## src/rtl/gba_bus_pkg.sv

```systemverilog
// Shared types and helpers for the GBA Game Pak ROM bus slave.
package gba_bus_pkg;

  localparam int GBA_ADDR_W = 24;
  localparam int GBA_DATA_W = 16;

  typedef enum logic [2:0] {
    ST_IDLE,
    ST_FETCH,
    ST_WAIT,
    ST_READY,
    ST_DRIVE
  } gba_rom_state_e;

  // Sequential bursts only carry into the low 16 bits; A[7:0] stays put.
  function automatic logic [GBA_ADDR_W-1:0] gba_addr_inc(input logic [GBA_ADDR_W-1:0] a);
    return {a[GBA_ADDR_W-1:16], a[15:0] + 16'd1};
  endfunction

endpackage

```

## src/rtl/gba_sync.sv

```systemverilog
// N-flop synchroniser for an idle-high async strobe, with one-cycle rise/fall pulses.
module gba_sync #(
  parameter int N = 2
) (
  input  logic clk,
  input  logic rst,
  input  logic d_i,
  output logic q_o,
  output logic rise_o,
  output logic fall_o
);

  logic [N-1:0] sync_q;
  logic         prev_q;

  always_ff @(posedge clk) begin
    if (rst) begin
      sync_q <= '1;
      prev_q <= 1'b1;
    end else begin
      sync_q[0] <= d_i;
      for (int i = 1; i < N; i++) sync_q[i] <= sync_q[i-1];
      prev_q <= sync_q[N-1];
    end
  end

  assign q_o    = sync_q[N-1];
  assign rise_o = ~prev_q & q_o;
  assign fall_o = prev_q & ~q_o;

endmodule

```

## src/rtl/gba_rom_bus.sv

```systemverilog
// Game Pak ROM-bus slave: synchronises GBA strobes, fetches halfwords from a backend.
// Optional GBA_ROM_PREFETCH_EN: fetch addr+1 while driving, into a one-entry buffer.
module gba_rom_bus
  import gba_bus_pkg::*;
#(
  parameter int SYNC_STAGES = 2,
  parameter int ADDR_W      = GBA_ADDR_W
) (
  input  logic              clk,
  input  logic              rst,
  input  logic              gba_ncs,
  input  logic              gba_nrd,
  input  logic              gba_nwr,
  input  logic [15:0]       gba_ad_i,
  input  logic [7:0]        gba_a_i,
  output logic [15:0]       gba_ad_o,
  output logic              gba_ad_oe,
  output logic              mem_req,
  output logic [ADDR_W-1:0] mem_addr,
  input  logic              mem_ready,
  input  logic              mem_valid,
  input  logic [15:0]       mem_rdata,
  output logic [15:0]       miss_cnt
);

  logic ncs_s, ncs_rise, ncs_fall;
  logic nrd_s, nrd_rise, nrd_fall;
  logic nwr_s, nwr_rise, nwr_fall;

  gba_sync #(.N(SYNC_STAGES)) u_sync_ncs (.clk(clk), .rst(rst), .d_i(gba_ncs),
    .q_o(ncs_s), .rise_o(ncs_rise), .fall_o(ncs_fall));
  gba_sync #(.N(SYNC_STAGES)) u_sync_nrd (.clk(clk), .rst(rst), .d_i(gba_nrd),
    .q_o(nrd_s), .rise_o(nrd_rise), .fall_o(nrd_fall));
  gba_sync #(.N(SYNC_STAGES)) u_sync_nwr (.clk(clk), .rst(rst), .d_i(gba_nwr),
    .q_o(nwr_s), .rise_o(nwr_rise), .fall_o(nwr_fall));

  logic unused_sync;
  assign unused_sync = ^{ncs_s, nwr_rise, nwr_fall};

  // Address pads delayed to line up with the synchronised nCS fall pulse.
  logic [SYNC_STAGES-1:0][ADDR_W-1:0] pipe_q;

  always_ff @(posedge clk) begin
    if (rst) begin
      pipe_q <= '0;
    end else begin
      pipe_q[0] <= {gba_a_i, gba_ad_i};
      for (int i = 1; i < SYNC_STAGES; i++) pipe_q[i] <= pipe_q[i-1];
    end
  end

  gba_rom_state_e    state_q, state_d;
  logic [ADDR_W-1:0] addr_q, addr_d;
  logic [15:0]       buf_q, buf_d;
  logic [15:0]       ad_q, ad_d;
  logic              oe_q, oe_d;
  logic [15:0]       miss_q, miss_d;
  logic [1:0]        drop_q, drop_d;
  logic              accept, valid_live, miss_inc, drop_inc, drop_dec, pf_pend;

`ifdef GBA_ROM_PREFETCH_EN
  logic        pf_acc_q, pf_acc_d;
  logic        pf_full_q, pf_full_d;
  logic [15:0] pf_buf_q, pf_buf_d;
  logic        pf_req;

  assign pf_req   = (state_q == ST_DRIVE) & ~pf_acc_q & ~pf_full_q;
  assign mem_req  = (state_q == ST_FETCH) | pf_req;
  assign mem_addr = (state_q == ST_DRIVE) ? gba_addr_inc(addr_q) : addr_q;
  assign pf_pend  = pf_acc_q;
`else
  assign mem_req  = (state_q == ST_FETCH);
  assign mem_addr = addr_q;
  assign pf_pend  = 1'b0;
`endif

  assign accept     = mem_req & mem_ready;
  // drop_q counts accepted fetches whose data belongs to an aborted burst.
  assign drop_dec   = mem_valid & (drop_q != 2'd0);
  assign valid_live = mem_valid & (drop_q == 2'd0);
  assign drop_inc   = ncs_rise &
                      (accept | (((state_q == ST_WAIT) | pf_pend) & ~valid_live));

  always_comb begin
    state_d  = state_q;
    addr_d   = addr_q;
    buf_d    = buf_q;
    ad_d     = ad_q;
    oe_d     = oe_q;
    miss_inc = 1'b0;
    drop_d   = drop_q - {1'b0, drop_dec} + {1'b0, drop_inc};
`ifdef GBA_ROM_PREFETCH_EN
    pf_acc_d  = pf_acc_q;
    pf_full_d = pf_full_q;
    pf_buf_d  = pf_buf_q;
`endif
    if (ncs_rise) begin
      state_d = ST_IDLE;
      oe_d    = 1'b0;
`ifdef GBA_ROM_PREFETCH_EN
      pf_acc_d  = 1'b0;
      pf_full_d = 1'b0;
`endif
    end else begin
      unique case (state_q)
        ST_IDLE: begin
          if (ncs_fall) begin
            state_d  = ST_FETCH;
            addr_d   = pipe_q[SYNC_STAGES-1];
            miss_inc = nrd_fall;
          end
        end
        ST_FETCH: begin
          miss_inc = nrd_fall;
          if (accept) state_d = ST_WAIT;
        end
        ST_WAIT: begin
          miss_inc = nrd_fall;
          if (valid_live) begin
            if (!nrd_s) begin
              state_d = ST_DRIVE;
              ad_d    = mem_rdata;
              oe_d    = 1'b1;
            end else begin
              state_d = ST_READY;
              buf_d   = mem_rdata;
            end
          end
        end
        ST_READY: begin
          if (nrd_fall) begin
            state_d = ST_DRIVE;
            ad_d    = buf_q;
            oe_d    = 1'b1;
          end
        end
        ST_DRIVE: begin
`ifdef GBA_ROM_PREFETCH_EN
          if (accept) pf_acc_d = 1'b1;
          if (valid_live && pf_acc_q) begin
            pf_acc_d  = 1'b0;
            pf_full_d = 1'b1;
            pf_buf_d  = mem_rdata;
          end
          if (nrd_rise) begin
            oe_d      = 1'b0;
            addr_d    = gba_addr_inc(addr_q);
            pf_acc_d  = 1'b0;
            pf_full_d = 1'b0;
            if (pf_full_q) begin
              state_d = ST_READY;
              buf_d   = pf_buf_q;
            end else if (pf_acc_q && valid_live) begin
              state_d = ST_READY;
              buf_d   = mem_rdata;
            end else if (pf_acc_q || accept) begin
              state_d = ST_WAIT;
            end else begin
              state_d = ST_FETCH;
            end
          end
`else
          if (nrd_rise) begin
            oe_d    = 1'b0;
            addr_d  = gba_addr_inc(addr_q);
            state_d = ST_FETCH;
          end
`endif
        end
        default: state_d = ST_IDLE;
      endcase
    end
    miss_d = (miss_inc && miss_q != 16'hFFFF) ? miss_q + 16'd1 : miss_q;
  end

  always_ff @(posedge clk) begin
    if (rst) begin
      state_q <= ST_IDLE;
      addr_q  <= '0;
      buf_q   <= '0;
      ad_q    <= '0;
      oe_q    <= 1'b0;
      miss_q  <= '0;
      drop_q  <= '0;
`ifdef GBA_ROM_PREFETCH_EN
      pf_acc_q  <= 1'b0;
      pf_full_q <= 1'b0;
      pf_buf_q  <= '0;
`endif
    end else begin
      state_q <= state_d;
      addr_q  <= addr_d;
      buf_q   <= buf_d;
      ad_q    <= ad_d;
      oe_q    <= oe_d;
      miss_q  <= miss_d;
      drop_q  <= drop_d;
`ifdef GBA_ROM_PREFETCH_EN
      pf_acc_q  <= pf_acc_d;
      pf_full_q <= pf_full_d;
      pf_buf_q  <= pf_buf_d;
`endif
    end
  end

  // A host write cycle must never see the pads driven.
  assign gba_ad_oe = oe_q & nwr_s;
  assign gba_ad_o  = ad_q;
  assign miss_cnt  = miss_q;

endmodule

```

## config.mk

```make
export PLATFORM = sky130hd
export DESIGN_NAME = gba_rom_bus
export DESIGN_NICKNAME = d
export VERILOG_FILES = /design/src/rtl/gba_bus_pkg.sv /design/src/rtl/gba_sync.sv /design/src/rtl/gba_rom_bus.sv
export SDC_FILE = /design/constraint.sdc
export NUM_CORES = 1
export LEC_CHECK = 0
export BUFFER_PORTS_ARGS = -buffer_cell sky130_fd_sc_hd__buf_2
export CORE_MARGIN = 4
export CORE_UTILIZATION = 55
export DETAILED_ROUTE_END_ITERATION = 10
export GPL_ROUTABILITY_DRIVEN = 0
export PLACE_DENSITY = 0.8
export SLEW_MARGIN = 20
export SYNTH_ARGS = -nofsm -noshare
export SYNTH_HDL_FRONTEND = slang
export SYNTH_SLANG_ARGS = --single-unit
export TNS_END_PERCENT = 5
```

## constraint.sdc

```tcl
create_clock -name clk -period 6.5 [get_ports clk]
set_input_delay 0.65 -clock clk [delete_from_list [all_inputs] [get_ports clk]]
set_output_delay 0.65 -clock clk [all_outputs]
set_load 0.02 [all_outputs]
```

# ---- Word level (Yosys, flattened, before mapping)
# Cells that the tools add are included.
dict set report word_totals {
  reg_bits 134
  input_bits 47
  elab_cells 85
}
dict set report classes {
  addsub 4
  n_eq_ne 11
  mux 22
  n_bitwise 18
  n_reduce_logical 15
}
# op count
set op_table {}
lappend op_table {{2-to-1 mux 16 bit} 4}
lappend op_table {{case mux 24 bit (2 select lines)} 1}
lappend op_table {{adder 16 x 1 -> 16 bit, second input constant} 2}
lappend op_table {{case mux 16 bit (2 select lines)} 1}
lappend op_table {{2-to-1 mux 24 bit} 1}
lappend op_table {{2-to-1 mux 3 bit} 6}
lappend op_table {{inequality test 16 bit, second input constant} 1}
lappend op_table {{case mux 3 bit (5 select lines)} 1}
lappend op_table {{AND reduction 5 bit} 3}
lappend op_table {{AND reduction 4 bit} 3}
lappend op_table {{bitwise AND 1 bit} 10}
lappend op_table {{inequality test 2 bit, second input constant} 5}
lappend op_table {{NOT 1 bit} 7}
lappend op_table {{equality test 3 x 2 -> 1 bit, second input constant} 2}
lappend op_table {{2-to-1 mux 1 bit} 6}
lappend op_table {{nonzero test 2 bit} 3}
lappend op_table {{OR reduction 2 bit} 2}
lappend op_table {{equality test 3 x 1 -> 1 bit, second input constant} 1}
lappend op_table {{equality test 3 bit, second input constant} 1}
lappend op_table {{logical NOT 3 bit} 1}
lappend op_table {{case mux 1 bit (3 select lines)} 1}
lappend op_table {{nonzero test 3 bit} 1}
lappend op_table {{adder 2 x 1 -> 2 bit} 1}
lappend op_table {{logical NOT 2 bit} 1}
lappend op_table {{5 further kinds} 5}

# ---- Depth between registers and ports, before layout
dict set report depth {
  depth_word 7
  ltp_mapped 11
  depth_no_buf 10
}

# ---- Cells and area by module
# A second synthesis with hierarchy kept.
dict set report unflattened {
  hier_cells 597
  hier_area_um2 5454.0
}
# mod instances cells_each area_each_um2 seq_area_each_um2
set by_module_without_submodules {}
lappend by_module_without_submodules {gba_rom_bus 1 573 5176.2 2522.4}
lappend by_module_without_submodules {gba_sync 3 8 92.6 60.1}

# ---- Least setup slack after synthesis
# Ideal clock, no wire load.
dict set report synth_timing {
  path_type {input to register}
  startpoint {in mem_valid}
  endpoint {reg drop_q[1]}
  arrival_ps 2122
  setup_slack_ps 4250
  path_stages 10
  n_path_buf 0
  cell_sequence {nor3b_2 > or3_1 > a21oi_1 > nand2_1 > ha_1 > inv_1 > ha_1 > xor2_1 > xnor2_1 > nor2_1}
}
dict set report synth_between {
  elab_chain_len 6
  word_cells_on_any_way 8
}
# item line_no
set synth_rtl {}
lappend synth_rtl {{start, declared} gba_rom_bus.sv:21} ;# input logic mem_valid,
lappend synth_rtl {{bitwise AND 1 bit} gba_rom_bus.sv:80} ;# assign valid_live = mem_valid & (drop_q == 2'd0);
lappend synth_rtl {{NOT 1 bit} gba_rom_bus.sv:82} ;# (accept | (((state_q == ST_WAIT) | pf_pend) & ~valid_live));
lappend synth_rtl {{bitwise AND 1 bit} gba_rom_bus.sv:82}
lappend synth_rtl {{bitwise OR 1 bit} gba_rom_bus.sv:82}
lappend synth_rtl {{bitwise AND 1 bit} gba_rom_bus.sv:81} ;# assign drop_inc = ncs_rise &
lappend synth_rtl {{adder 2 x 1 -> 2 bit (*)} gba_rom_bus.sv:91} ;# drop_d = drop_q - {1'b0, drop_dec} + {1'b0, drop_inc};
lappend synth_rtl {{end signal, assigned} gba_rom_bus.sv:197} ;# drop_q <= drop_d;
lappend synth_rtl {{end, declared} gba_rom_bus.sv:58} ;# logic [1:0] drop_q, drop_d;
# Every way passes the cells marked *; elsewhere a longest branch is shown, timed or not.
# A chain may end at the register's enable or synchronous reset.

# ---- Final worst setup path
dict set report layout_timing {
  startpoint {reg state_q[2]}
  endpoint {reg addr_q[13] (netlist: mem_addr[13])}
}
dict set report layout_between {
  elab_chain_len 3
  word_cells_on_any_way 7
}
# item line_no
set layout_rtl {}
lappend layout_rtl {{start, declared} gba_rom_bus.sv:52} ;# gba_rom_state_e state_q, state_d;
lappend layout_rtl {{start signal, assigned} gba_rom_bus.sv:191} ;# state_q <= state_d;
lappend layout_rtl {{equality test 3 bit / logical NOT 3 bit (equally long branches)} gba_rom_bus.sv:105} ;# unique case (state_q)
lappend layout_rtl {{inequality test 2 bit (no source line) / nonzero test 2 bit (equally long branches)} n/a}
lappend layout_rtl {{AND reduction 4 bit (no source line)} n/a}
lappend layout_rtl {{end signal, assigned} gba_rom_bus.sv:192} ;# addr_q <= addr_d;
lappend layout_rtl {{end, declared} gba_rom_bus.sv:53} ;# logic [ADDR_W-1:0] addr_q, addr_d;
# Several ways; a longest one is shown, not always the timed one. The select of a mux whose other input is x is not followed.

==> results.sh <==
export IMPL_postRouteAntennaNets=0
export IMPL_fin_worst_skew_ns=0.01526
export IMPL_setup_violations=0
export IMPL_dieArea_sq_um=11440
export IMPL_hp_start="gba_nwr"
export IMPL_synth_seq_cells=134
export IMPL_r2r_end="mem_addr[13]"
export IMPL_critical_path_required_ns=6.85
export IMPL_synth_distinct_cells=58
export IMPL_synth_top_cell_by_area="dfxtp_1"
export IMPL_drc_errors=0
export IMPL_ys_warn_count=0
export IMPL_clock_sinks=134
export IMPL_first_pass_iters=5
export IMPL_fp_coreArea_sq_um=9371
export IMPL_cts_setup_buffers=0
export IMPL_fp_dieW_microns=106.9
export IMPL_whs_ns=0.3144
export IMPL_max_freq_ghz=0.3164
export IMPL_ys_seq_area_share_pct=49.83
export IMPL_syn_area_sq_um=5384
export IMPL_p_per_area_nw_per_um2=319.5
export IMPL_layout_min_cycle_time_ns=3.160
export IMPL_min_period_over_period_pct=48.62
export IMPL_r2r_start="state_q[2]"
export IMPL_cp_end_kind="register"
export IMPL_nFillCells=748
export IMPL_syn_avg_cell_area_sq_um=8.899
export IMPL_synth_enable_flop_cells=0
export IMPL_placementRows=35
export IMPL_relSlewSlack_pct=29.35
export IMPL_grt_max_degree=75
export IMPL_irDropWorstVdd_mv=0.1746
export IMPL_via_per_inst=5.464
export IMPL_grt_pass1_wl_microns=19200
export IMPL_rsz0062_at_grt="false"
export IMPL_cp_max_fo=22
export IMPL_ff2ff_path_depth=4
export IMPL_synth_common_cells="dfxtp_1, nand2_1, nor2_1"
export IMPL_cts_buffers_inserted=17
export IMPL_ff2ff_setup_slack_ns=3.34
export IMPL_cts_root_buffer="clkbuf_8"
export IMPL_finalSetupTns_ns=0
export IMPL_outcome="finished clean"
export IMPL_syn_num_nets=656
export IMPL_p_leak_uw=0.002665
export IMPL_antennaDiodeCount=0
export IMPL_wire_per_inst_microns=13.92
export IMPL_antenna_found_initial=0
export IMPL_cts_htree_levels=4
export IMPL_dr_first_iter_drc_count=341
export IMPL_clkSlewWorstSetupHoldPaths_ns=0.06
export IMPL_worst_slew_pin_slew_ns=1.055
export IMPL_cts_tree="done"
export IMPL_grt_pass1_vias=4051
export IMPL_start_kind="register"
export IMPL_fp_dieH_microns=106.9
export IMPL_hold_buffers=0
export IMPL_hold_end="u_sync_nwr.sync_q[0]"
export IMPL_hpwl_microns=7923
export IMPL_wirelength_microns=11610
export IMPL_cts_resized=0
export IMPL_grt_overflow_total=0
export IMPL_vias=4557
export IMPL_synth_cells=605
export IMPL_drv_cap=0
export IMPL_synth_most_common_cell="dfxtp_1"
export IMPL_slew_viol_final=0
export IMPL_synth_area_top_cells="dfxtp_1, nor2b_1, nand2_1"
export IMPL_worstSetupPathType="register to register"
export IMPL_pin_count=105
export IMPL_hold_viol_final=0
export IMPL_start_util_pct=57.45
export IMPL_hold_depth=2
export IMPL_min_path_type="primary input to register"
export IMPL_fin_nets=743
export IMPL_drive_above_1_share_pct=22.70
export IMPL_cp_arrival_ns=3.51
export IMPL_synthArstFlopShare_pct=0
export IMPL_clock_insertion_delay_worst_skew_ns=0.52
export IMPL_synthToLayoutAreaGrowth_pct=20.99
export IMPL_synth_top_area_share_pct=49.83
export IMPL_ys_flop_type="dfxtp_1"
export IMPL_io_buffers=104
export IMPL_clockBufferDepth=2
export IMPL_groute_usage_overall_pct=20.59
## layout by cell type, fill, tap and decap left out, types with 5 or more instances in the layout
cell type	n
and2_1	7
nor2_1	63
nor2b_1	58
nand3_1	33
buf_2	103
xnor2_1	8
o21ai_0	13
inv_6	6
nor4_1	5
nor3_1	7
mux2i_1	10
a311oi_1	19
or2_2	10
a211oi_1	7
dfxtp_1	134
nand4_1	8
inv_1	5
nand2_1	74
nand2b_1	6
mux2_1	5
clkbuf_16	16
a21oi_1	32
## per-stage QoR
step           cell area [sq um]  utilization (%)  total power [uW]  setup slack, ns  instances
3_5_place_dp                5938            63.36              1178            3.614        802
3_3_place_gp                5938            63.36              1169            3.777        802
4_1_cts                     6511            69.48              2094            3.453        834
2_1_floorplan               5384                -              1111            4.250        605
5_1_grt                     6514            69.51              2173            3.104        834
6_report                    6514            69.51              2081            3.340        834
## metal layers
| layer | up-vias | wire, microns | GRT usage (%) |
|---|---|---|---|
| li1 | 2275 | - | - |
| met1 | 2088 | 5226 | 26.28 |
| met2 | 178 | 5432 | 32.73 |
| met3 | 16 | 798 | 5.900 |
| met4 | 0 | 154 | 8.584 |
| met5 | - | 0 | 0 |
## worst max-delay path by stage
stage	startpoint	endpoint	slack, ns	cells past startpoint
after floorplan	mem_valid	drop_q[1]	4.25	10
after CTS	state_q[2]	mem_addr[13]	3.45	4
after detailed placement	state_q[2]	mem_addr[9]	3.61	4
after global routing	state_q[2]	mem_addr[13]	3.10	4
final	state_q[2]	mem_addr[13]	3.34	4
after global placement	state_q[2]	mem_addr[9]	3.78	4
## registers in the layout, summed over array words and instances (netlist names)
| register | count |
|---|---|
| mem_addr | 24 |
| u_sync_ncs.prev_q | 1 |
| buf_q | 16 |
| pipe_q | 48 |
| u_sync_ncs.sync_q | 2 |
| u_sync_nrd.prev_q | 1 |
| miss_cnt | 16 |
| gba_ad_o | 16 |
| oe_q | 1 |
| state_q | 3 |
| u_sync_nwr.sync_q | 2 |
| u_sync_nrd.sync_q | 2 |
| drop_q | 2 |
## critical path, stage by stage, from the launching register on
cell	delay [ns]
dfxtp_1	0.64
nor3b_2	0.94
a32o_1	0.79
nor2_1	0.09
a2111oi_0	0.53
## layout make-up
type | instances | area (sq um) | area share (%)
inverters | 5 | 18.77 | 0.2881
flip-flops and latches | 134 | 2683 | 41.18
repair buffers | 107 | 545.5 | 8.375
clock inverters | 15 | 158.9 | 2.439
multi-input cells | 427 | 2532 | 38.88
well taps | 129 | 161.4 | 2.478
clock buffers | 17 | 414.1 | 6.358
## kinds of logic after synthesis
logic type / share of synthesized area [%]
AND/OR/NAND/NOR: 28.65
adder cells (fa/ha/maj): 0.9296
AO/OA/AOI/OAI: 12.92
flip-flops: 49.83
XOR/XNOR: 1.464
multiplexers: 2.905
buffers and inverters: 3.300
## power breakdown
part / internal [uW] / leakage (uW) / switching [uW]
clock: 525 / 0.000274 / 392
combinational: 90.7 / 0.00130 / 176
sequential: 866 / 0.00109 / 33.1
total: 1480 / 0.00267 / 600
No activity file was read; power rests on OpenSTA's default activity.
